$ cat src/rtl/run_host_pkg.sv
// ------------------------------------------------------------------
// host_pkg: shared state encoding and default timing constants.
// Rev 1.0
// ------------------------------------------------------------------
`default_nettype none

package host_pkg;

  typedef enum logic [2:0] {
    ST_IDLE  = 3'd0,
    ST_CRST  = 3'd1,
    ST_REQ   = 3'd2,
    ST_RUN   = 3'd3,
    ST_DRAIN = 3'd4,
    ST_DONE  = 3'd5,
    ST_FAULT = 3'd6
  } host_state_t;

  localparam int unsigned DEF_RST_CYC    = 2;
  localparam int unsigned DEF_MAX_CYCLES = 4095;

endpackage

`default_nettype wire

$ cat src/rtl/run_host_if.sv
// ------------------------------------------------------------------
// run_host_if: core handshake, debug read port and result stream.
// Rev 1.0
// ------------------------------------------------------------------
`default_nettype none

interface run_host_if #(
  parameter int CW = 16
) ();

  logic          start;
  logic          core_reset;
  logic          core_req;
  logic          core_done;
  logic [7:0]    mem_addr;
  logic [7:0]    mem_dat;
  logic          res_valid;
  logic [7:0]    res_data;
  logic          res_ready;
  logic          busy;
  logic          timeout;
  logic [CW-1:0] cycles;
  logic          finished;

  modport master (
    input  start, core_done, mem_dat, res_ready,
    output core_reset, core_req, mem_addr, res_valid, res_data,
           busy, timeout, cycles, finished
  );

  modport slave (
    output start, core_done, mem_dat, res_ready,
    input  core_reset, core_req, mem_addr, res_valid, res_data,
           busy, timeout, cycles, finished
  );

endinterface

`default_nettype wire

$ cat src/rtl/run_host_sat_counter.sv
// ------------------------------------------------------------------
// sat_counter: W-bit up counter with clear/enable, stops at LIMIT.
// Rev 1.0
// ------------------------------------------------------------------
`default_nettype none

module sat_counter #(
  parameter int          W     = 16,
  parameter int unsigned LIMIT = 4095
) (
  input  wire logic         clk,
  input  wire logic         reset,
  input  wire logic         clr_i,
  input  wire logic         en_i,
  output logic [W-1:0]      count_o,
  output logic              last_o
);

  localparam logic [W-1:0] LIM    = W'(LIMIT);
  localparam logic [W-1:0] LIM_M1 = W'(LIMIT - 1);

  logic [W-1:0] count_q, count_d;

  always_comb begin
    count_d = count_q;
    if (clr_i) begin
      count_d = '0;
    end else if (en_i && (count_q != LIM)) begin
      count_d = count_q + W'(1);
    end
  end

  always_ff @(posedge clk) begin
    if (reset) begin
      count_q <= '0;
    end else begin
      count_q <= count_d;
    end
  end

  assign count_o = count_q;
  // One more enabled cycle reaches the limit.
  assign last_o  = (count_q == LIM_M1);

endmodule

`default_nettype wire

$ cat src/rtl/run_host.sv
// ------------------------------------------------------------------
// run_host: resets and runs the core, times it, streams back memory.
// Rev 1.0
// ------------------------------------------------------------------
`default_nettype none

module run_host
  import host_pkg::*;
#(
  parameter int unsigned MAX_CYCLES = DEF_MAX_CYCLES,
  parameter int          CW         = 16,
  parameter int unsigned RD_BASE    = 0,
  parameter int unsigned RD_LEN     = 8,
  parameter int unsigned RST_CYC    = DEF_RST_CYC
) (
  input  wire logic   clk,
  input  wire logic   reset,
  run_host_if.master  bus
);

  localparam int          RCW     = (RST_CYC > 1) ? $clog2(RST_CYC) : 1;
  localparam logic [RCW-1:0] RC_LAST = RCW'(RST_CYC - 1);
  localparam logic [8:0]  LEN     = 9'(RD_LEN);
  localparam logic [7:0]  BASE8   = 8'(RD_BASE);

  host_state_t    state_q, state_d;
  logic [RCW-1:0] rcnt_q, rcnt_d;
  logic [8:0]     idx_q, idx_d;
  logic           core_reset_q, core_reset_d;
  logic           core_req_q, core_req_d;
  logic           res_valid_q, res_valid_d;
  logic [7:0]     res_data_q, res_data_d;
  logic           busy_q, busy_d;
  logic           timeout_q, timeout_d;
  logic           finished_q, finished_d;
  logic           start_run, cnt_en, cnt_last;
  logic [CW-1:0]  cnt;

  sat_counter #(
    .W     (CW),
    .LIMIT (MAX_CYCLES)
  ) u_cycles (
    .clk     (clk),
    .reset   (reset),
    .clr_i   (start_run),
    .en_i    (cnt_en),
    .count_o (cnt),
    .last_o  (cnt_last)
  );

  always_comb begin
    state_d     = state_q;
    rcnt_d      = rcnt_q;
    idx_d       = idx_q;
    res_valid_d = res_valid_q;
    res_data_d  = res_data_q;
    timeout_d   = timeout_q;
    finished_d  = 1'b0;
    start_run   = 1'b0;
    cnt_en      = 1'b0;

    case (state_q)
      ST_IDLE, ST_DONE, ST_FAULT: begin
        if (bus.start) begin
          start_run = 1'b1;
          state_d   = ST_CRST;
          rcnt_d    = '0;
          idx_d     = '0;
          timeout_d = 1'b0;
        end
      end
      ST_CRST: begin
        if (rcnt_q == RC_LAST) begin
          state_d = ST_REQ;
        end else begin
          rcnt_d = rcnt_q + RCW'(1);
        end
      end
      ST_REQ: state_d = ST_RUN;
      ST_RUN: begin
        if (bus.core_done) begin
          state_d = ST_DRAIN;
        end else begin
          cnt_en = 1'b1;
          if (cnt_last) begin
            state_d   = ST_FAULT;
            timeout_d = 1'b1;
          end
        end
      end
      ST_DRAIN: begin
        // Output register is free when empty or being emptied this cycle.
        if (res_valid_q && bus.res_ready && (idx_q == LEN)) begin
          res_valid_d = 1'b0;
          finished_d  = 1'b1;
          state_d     = ST_DONE;
        end else if ((!res_valid_q || bus.res_ready) && (idx_q < LEN)) begin
          res_data_d  = bus.mem_dat;
          res_valid_d = 1'b1;
          idx_d       = idx_q + 9'd1;
        end
      end
      default: state_d = ST_IDLE;
    endcase

    core_reset_d = (state_d == ST_CRST);
    core_req_d   = (state_d == ST_REQ);
    busy_d       = !(state_d inside {ST_IDLE, ST_DONE, ST_FAULT});
  end

  always_ff @(posedge clk) begin
    if (reset) begin
      state_q      <= ST_IDLE;
      rcnt_q       <= '0;
      idx_q        <= '0;
      core_reset_q <= 1'b1;
      core_req_q   <= 1'b0;
      res_valid_q  <= 1'b0;
      res_data_q   <= '0;
      busy_q       <= 1'b0;
      timeout_q    <= 1'b0;
      finished_q   <= 1'b0;
    end else begin
      state_q      <= state_d;
      rcnt_q       <= rcnt_d;
      idx_q        <= idx_d;
      core_reset_q <= core_reset_d;
      core_req_q   <= core_req_d;
      res_valid_q  <= res_valid_d;
      res_data_q   <= res_data_d;
      busy_q       <= busy_d;
      timeout_q    <= timeout_d;
      finished_q   <= finished_d;
    end
  end

  assign bus.mem_addr   = (state_q == ST_DRAIN) ? (BASE8 + idx_q[7:0]) : BASE8;
  assign bus.core_reset = core_reset_q;
  assign bus.core_req   = core_req_q;
  assign bus.res_valid  = res_valid_q;
  assign bus.res_data   = res_data_q;
  assign bus.busy       = busy_q;
  assign bus.timeout    = timeout_q;
  assign bus.cycles     = cnt;
  assign bus.finished   = finished_q;

endmodule

`default_nettype wire

$ cat src/flat_wrapper.sv
// flat-port wrapper written by rule: the top's interface ports become plain ports
module run_host_flat import host_pkg::*;
#(
  parameter int unsigned MAX_CYCLES = DEF_MAX_CYCLES,
  parameter int          CW         = 16,
  parameter int unsigned RD_BASE    = 0,
  parameter int unsigned RD_LEN     = 8,
  parameter int unsigned RST_CYC    = DEF_RST_CYC
)
  (clk, reset, bus_start, bus_core_done, bus_mem_dat, bus_res_ready, bus_core_reset, bus_core_req, bus_mem_addr, bus_res_valid, bus_res_data, bus_busy, bus_timeout, bus_cycles, bus_finished);
  run_host_if #(.CW(CW)) bus_i ();
  input  wire logic clk;
  input  wire logic reset;
  input wire logic [$bits(bus_i.start)-1:0] bus_start;
  input wire logic [$bits(bus_i.core_done)-1:0] bus_core_done;
  input wire logic [$bits(bus_i.mem_dat)-1:0] bus_mem_dat;
  input wire logic [$bits(bus_i.res_ready)-1:0] bus_res_ready;
  output wire logic [$bits(bus_i.core_reset)-1:0] bus_core_reset;
  output wire logic [$bits(bus_i.core_req)-1:0] bus_core_req;
  output wire logic [$bits(bus_i.mem_addr)-1:0] bus_mem_addr;
  output wire logic [$bits(bus_i.res_valid)-1:0] bus_res_valid;
  output wire logic [$bits(bus_i.res_data)-1:0] bus_res_data;
  output wire logic [$bits(bus_i.busy)-1:0] bus_busy;
  output wire logic [$bits(bus_i.timeout)-1:0] bus_timeout;
  output wire logic [$bits(bus_i.cycles)-1:0] bus_cycles;
  output wire logic [$bits(bus_i.finished)-1:0] bus_finished;
  assign bus_i.start = bus_start;
  assign bus_i.core_done = bus_core_done;
  assign bus_i.mem_dat = bus_mem_dat;
  assign bus_i.res_ready = bus_res_ready;
  assign bus_core_reset = bus_i.core_reset;
  assign bus_core_req = bus_i.core_req;
  assign bus_mem_addr = bus_i.mem_addr;
  assign bus_res_valid = bus_i.res_valid;
  assign bus_res_data = bus_i.res_data;
  assign bus_busy = bus_i.busy;
  assign bus_timeout = bus_i.timeout;
  assign bus_cycles = bus_i.cycles;
  assign bus_finished = bus_i.finished;
  run_host #(.MAX_CYCLES(MAX_CYCLES), .CW(CW), .RD_BASE(RD_BASE), .RD_LEN(RD_LEN), .RST_CYC(RST_CYC)) u_core (.clk(clk), .reset(reset), .bus(bus_i));
endmodule
$ cat config.mk
export PLATFORM = sky130hd
export DESIGN_NAME = run_host_flat
export DESIGN_NICKNAME = d
export VERILOG_FILES = /design/src/rtl/run_host_pkg.sv /design/src/rtl/run_host_if.sv /design/src/rtl/run_host_sat_counter.sv /design/src/rtl/run_host.sv /design/src/flat_wrapper.sv
export SDC_FILE = /design/constraint.sdc
export NUM_CORES = 1
export LEC_CHECK = 0
export CAP_MARGIN = 20
export CORE_ASPECT_RATIO = 1.5
export CORE_MARGIN = 5
export CORE_UTILIZATION = 49
export CTS_CLUSTER_DIAMETER = 120
export CTS_CLUSTER_SIZE = 24
export DETAILED_ROUTE_END_ITERATION = 10
export GPL_ROUTABILITY_DRIVEN = 0
export PLACE_DENSITY_LB_ADDON = 0.1
export SLEW_MARGIN = 20
export SYNTH_ARGS = -nofsm -noshare
export SYNTH_HDL_FRONTEND = slang
export SYNTH_SLANG_ARGS = --single-unit
$ cat constraint.sdc
create_clock -name clk -period 2.29 [get_ports clk]
set_input_delay 0.458 -clock clk [delete_from_list [all_inputs] [get_ports clk]]
set_output_delay 0.458 -clock clk [all_outputs]
set_load 0.03 [all_outputs]
==> qor.log <==
qor: final_layout.multi_input_area 1170 µm²
qor: worst_setup_path.critical_path_class reg2out
qor: cts.cts-hold-fix-buffers 0
qor: grt.grt_antenna_before_repair 0
qor: final_layout.fillCellCount 379
qor: final_layout.count_of_antenna_diodes_in_the_layout 0
qor: min_path.min_path_type reg2reg
qor: detailed_routing.wl_per_cell 14.5 µm
qor: worst_setup_path.crit_path_top_delay_cell sky130_fd_sc_hd__clkdlybuf4s50_1
qor: cts.clock_tree.root_cell sky130_fd_sc_hd__clkbuf_8
qor: detailed_routing.drt-initial-drc-count 80
qor: timing.worst_slew_margin_rel 0.674
qor: floorplan.die_width 63.7 µm
qor: timing.min_period 2.16 ns
qor: synth.synth_edf_count 0
qor: floorplan.core_area 4210 µm²
qor: cts.cts_buffer_depth 2
qor: synth.synthArstFlopShare 0
qor: timing.final_setup_violating_endpoints 0
qor: worst_setup_path.worstPathCellList nand2b_1 -> nor3_1 -> clkdlybuf4s50_1
qor: worst_setup_path.critical_path.top_delay_family buffers and inverters
qor: power_and_ir_drop.powerDensity 577 nW/µm²
qor: synth.synth.distinct_cells 47
qor: worst_setup_path.setup.worst_path.end_class primary output
qor: worst_setup_path.buffers_plus_inverters_on_the_worst_setup_path 1
qor: worst_setup_path.r2r_setup_slack 0.39 ns
qor: grt.gr-total-overflow 0
qor: worst_setup_path.critPathMaxStageDelay 0.69 ns
qor: grt.first_global_vias 1891
qor: timing.grt_setup_unrepaired false
qor: cts.worst_setup_hold_path_clk_slew 0.09 ns
qor: min_path.hold_start u_core.idx_q[8]$_SDFFE_PP0P_
qor: timing.fin_tns_setup 0 ns
qor: detailed_routing.via_count 1884
qor: floorplan.die-height 90.6 µm
qor: status.result_of_the_run finished, final reports clean
qor: final_layout.fin_nets 314
qor: cts.clock_sinks 43
qor: detailed_routing.antenna_violating_nets_post_route 0
qor: worst_setup_path.arrival 1.70 ns
qor: grt.grt_start_max_net_pins 20
qor: power_and_ir_drop.power.leakage 1.17 nW
qor: detailed_routing.via_per_inst 5.48
qor: timing.final_count_of_hold_timing_violations 0
qor: power_and_ir_drop.worst_ir_drop_vdd 472 µV
qor: synth.netlist_area 2120 µm²
qor: synth.synth-seq-area-share 0.406
qor: grt.globalRouteTotalUtil 0.182
qor: floorplan.floorplan.initialDensity 0.504
qor: min_path.min_delay_path_depth 1
qor: min_path.min_delay_worst_endpoint u_core.idx_q[8]$_SDFFE_PP0P_
qor: worst_setup_path.worst-path-max-fanout 5
qor: final_layout.post_route_cell_area 2850 µm²
qor: worst_setup_path.reg2reg_to u_core.bus.core_req$_SDFF_PP0_
qor: worst_setup_path.worst_setup_path_start_kind flip-flop
qor: placement.placement.cell_area 2710 µm²
qor: final_layout.layout-drive-gt1-share 0.128
qor: timing.achievable-frequency 463 MHz
qor: timing.fin_skew 0.00994 ns
qor: cts.cts-htree-levels 2
qor: timing.slew_viol_final 0
qor: detailed_routing.routed_wirelength 4980 µm
qor: grt.first_pass_grt_wire_length 8560 µm
qor: floorplan.boundaryPins 51
qor: synth.postSynthRegisterBits 43
qor: worst_setup_path.r2r_cells 5
qor: cts.cts_setup_buffers 0
qor: floorplan.placement_rows 29
qor: placement.post-dp-hpwl 3670 µm
qor: worst_setup_path.critical_path.reg2reg.startpoint u_core.idx_q[5]$_SDFFE_PP0P_
qor: cts.cts_inserted_buffers 5
qor: synth.yosys_warnings 0
qor: synth.dominantRegCellSynth sky130_fd_sc_hd__dfxtp_1
qor: final_layout.synthToLayoutAreaGrowth 34.4%
qor: run.drv_cap 0
qor: timing.worst_slew_pin_slew 0.482 ns
qor: placement.numPortBuffers 50
qor: detailed_routing.drc 0
qor: cts.clk-insertion-delay-late 0.30 ns
qor: final_layout.regArea 862 µm²
qor: synth.postSynthCellCount 241
qor: timing.post-route-period-util 0.944
qor: cts.clock_tree_from_tritoncts built
qor: detailed_routing.detail_route.first_pass.iterations 4
qor: synth.synth_area_per_cell 8.79 µm²
qor: worst_setup_path.critPathRequiredTime 1.83 ns
qor: floorplan.die_area 5770 µm²
qor: synth.postSynthNetCount 258
qor: power_and_ir_drop.report.power.total 0.00164 W
## what timing repair did
action	CTS	global route
endpoints found under the setup margin	0	2
hold endpoints to repair	0	0
resized for setup	0	2
## cells by family after synthesis
kind of cell    after synthesis  share of synthesized area
simple gates                112                      0.295
flops                        43                      0.406
mux                          10                     0.0472
fa+ha+maj                     4                     0.0236
buf+inv                      22                     0.0425
compound gates               34                      0.120
xor+xnor                     16                     0.0661
## layer usage
| metal | share of wire | track usage | vias to the layer above |
|---|---|---|---|
| met2 | 0.51 | 0.308 | 51 |
| met4 | 0.021 | 0.0849 | 0 |
| met3 | 0.053 | 0.0498 | 8 |
| li1 | - | - | 944 |
| met1 | 0.41 | 0.207 | 881 |
| met5 | 0 | 0 | - |
## worst reg2reg max path: stages, from the launching register on
cell and delay [ns]:
sky130_fd_sc_hd__dfxtp_1 0.32, sky130_fd_sc_hd__or4_1 0.59, sky130_fd_sc_hd__nor4_2 0.39, sky130_fd_sc_hd__a21oi_1 0.12
sky130_fd_sc_hd__and2_1 0.20, sky130_fd_sc_hd__and3_1 0.17
## sequential cells by signal (all words and copies together), names as in the netlist
| register | cells |
|---|---|
| u_core.bus.core_reset | 1 |
| u_core.bus.timeout | 1 |
| u_core.bus.core_req | 1 |
| u_core.bus.busy | 1 |
| u_core.state_q | 3 |
| u_core.bus.finished | 1 |
| u_core.u_cycles.count_o | 16 |
| u_core.bus.res_data | 8 |
| u_core.bus.res_valid | 1 |
| u_core.idx_q | 9 |
| u_core.rcnt_q | 1 |
## synth_stat cells, types with 5 or more instances
| master | n | area (µm²) |
|---|---|---|
| sky130_fd_sc_hd__and2_1 | 13 | 81.3 |
| sky130_fd_sc_hd__dfxtp_1 | 43 | 861 |
| sky130_fd_sc_hd__inv_1 | 10 | 37.5 |
| sky130_fd_sc_hd__nand2_1 | 8 | 30.0 |
| sky130_fd_sc_hd__nand4_1 | 6 | 37.5 |
| sky130_fd_sc_hd__mux2i_1 | 10 | 100 |
| sky130_fd_sc_hd__nand3_1 | 8 | 40.0 |
| sky130_fd_sc_hd__xnor2_1 | 9 | 78.8 |
| sky130_fd_sc_hd__nor2_1 | 38 | 143 |
| sky130_fd_sc_hd__buf_2 | 6 | 30.0 |
| sky130_fd_sc_hd__clkbuf_1 | 5 | 18.8 |
| sky130_fd_sc_hd__and3_1 | 8 | 50.1 |
| sky130_fd_sc_hd__nand2b_1 | 5 | 31.3 |
| sky130_fd_sc_hd__a21oi_1 | 10 | 50.1 |
| sky130_fd_sc_hd__xor2_1 | 7 | 61.3 |
## report_power, final
group | internal [W] | switching (W) | leakage [nW] | total [W]
clock | 0.000435 | 0.000268 | 0.0644 | 0.000703
combinational | 0.0000785 | 0.0000877 | 0.754 | 0.000166
sequential | 0.000762 | 0.0000118 | 0.348 | 0.000774
total | 0.00128 | 0.000367 | 1.17 | 0.00164
## cell type report
cell class,instances,area share
clock buffer,5,0.0242
sequential,43,0.303
inverter,10,0.0132
tap,46,0.0202
timing repair buffer,61,0.206
clock inverter,3,0.0237
multi-input combinational,176,0.410
## how the worst max path moves through the flow
stage / start / to / slack [ns] / depth (start not counted)
final: u_core.state_q[0]$_SDFF_PP0_ / bus_mem_addr[0] / 0.13 / 3
after global routing: u_core.state_q[0]$_SDFF_PP0_ / bus_mem_addr[0] / 0.04 / 3
after CTS: u_core.state_q[1]$_SDFF_PP0_ / bus_mem_addr[3] / 0.01 / 3
after detailed placement: bus_start / u_core.idx_q[2]$_SDFFE_PP0P_ / 0.07 / 6
after global placement: bus_start / u_core.idx_q[2]$_SDFFE_PP0P_ / 0.11 / 6
after floorplan: u_core.u_cycles.count_o[15]$_SDFFE_PP0P_ / u_core.u_cycles.count_o[1]$_SDFFE_PP0P_ / 0.40 / 5
## cells in the final DEF (no fill, tap or decap), types with 7 or more instances in the layout
cell and n:
sky130_fd_sc_hd__a21oi_1 10, sky130_fd_sc_hd__and2_1 13, sky130_fd_sc_hd__and3_1 8, sky130_fd_sc_hd__buf_4 15, sky130_fd_sc_hd__clkdlybuf4s50_1 44, sky130_fd_sc_hd__dfxtp_1 42, sky130_fd_sc_hd__inv_1 10, sky130_fd_sc_hd__mux2i_1 10
sky130_fd_sc_hd__nand2_1 8, sky130_fd_sc_hd__nand3_1 8, sky130_fd_sc_hd__nor2_1 38, sky130_fd_sc_hd__xnor2_1 9, sky130_fd_sc_hd__xor2_1 7
## metrics by stage
| stage | worst slack [ns] | cells | hold slack (ns) | utilization |
|---|---|---|---|---|
| 2_1_floorplan | 0.404 | 241 | 0.420 | - |
| 3_3_place_gp | 0.109 | 336 | 0.445 | 0.643 |
| 3_5_place_dp | 0.0719 | 336 | 0.452 | 0.643 |
| 4_1_cts | 0.0122 | 344 | 0.477 | 0.676 |
| 5_1_grt | 0.0352 | 344 | 0.505 | 0.677 |
| 6_report | 0.128 | 344 | 0.471 | 0.677 |
No activity file was read; power rests on OpenSTA's default activity.
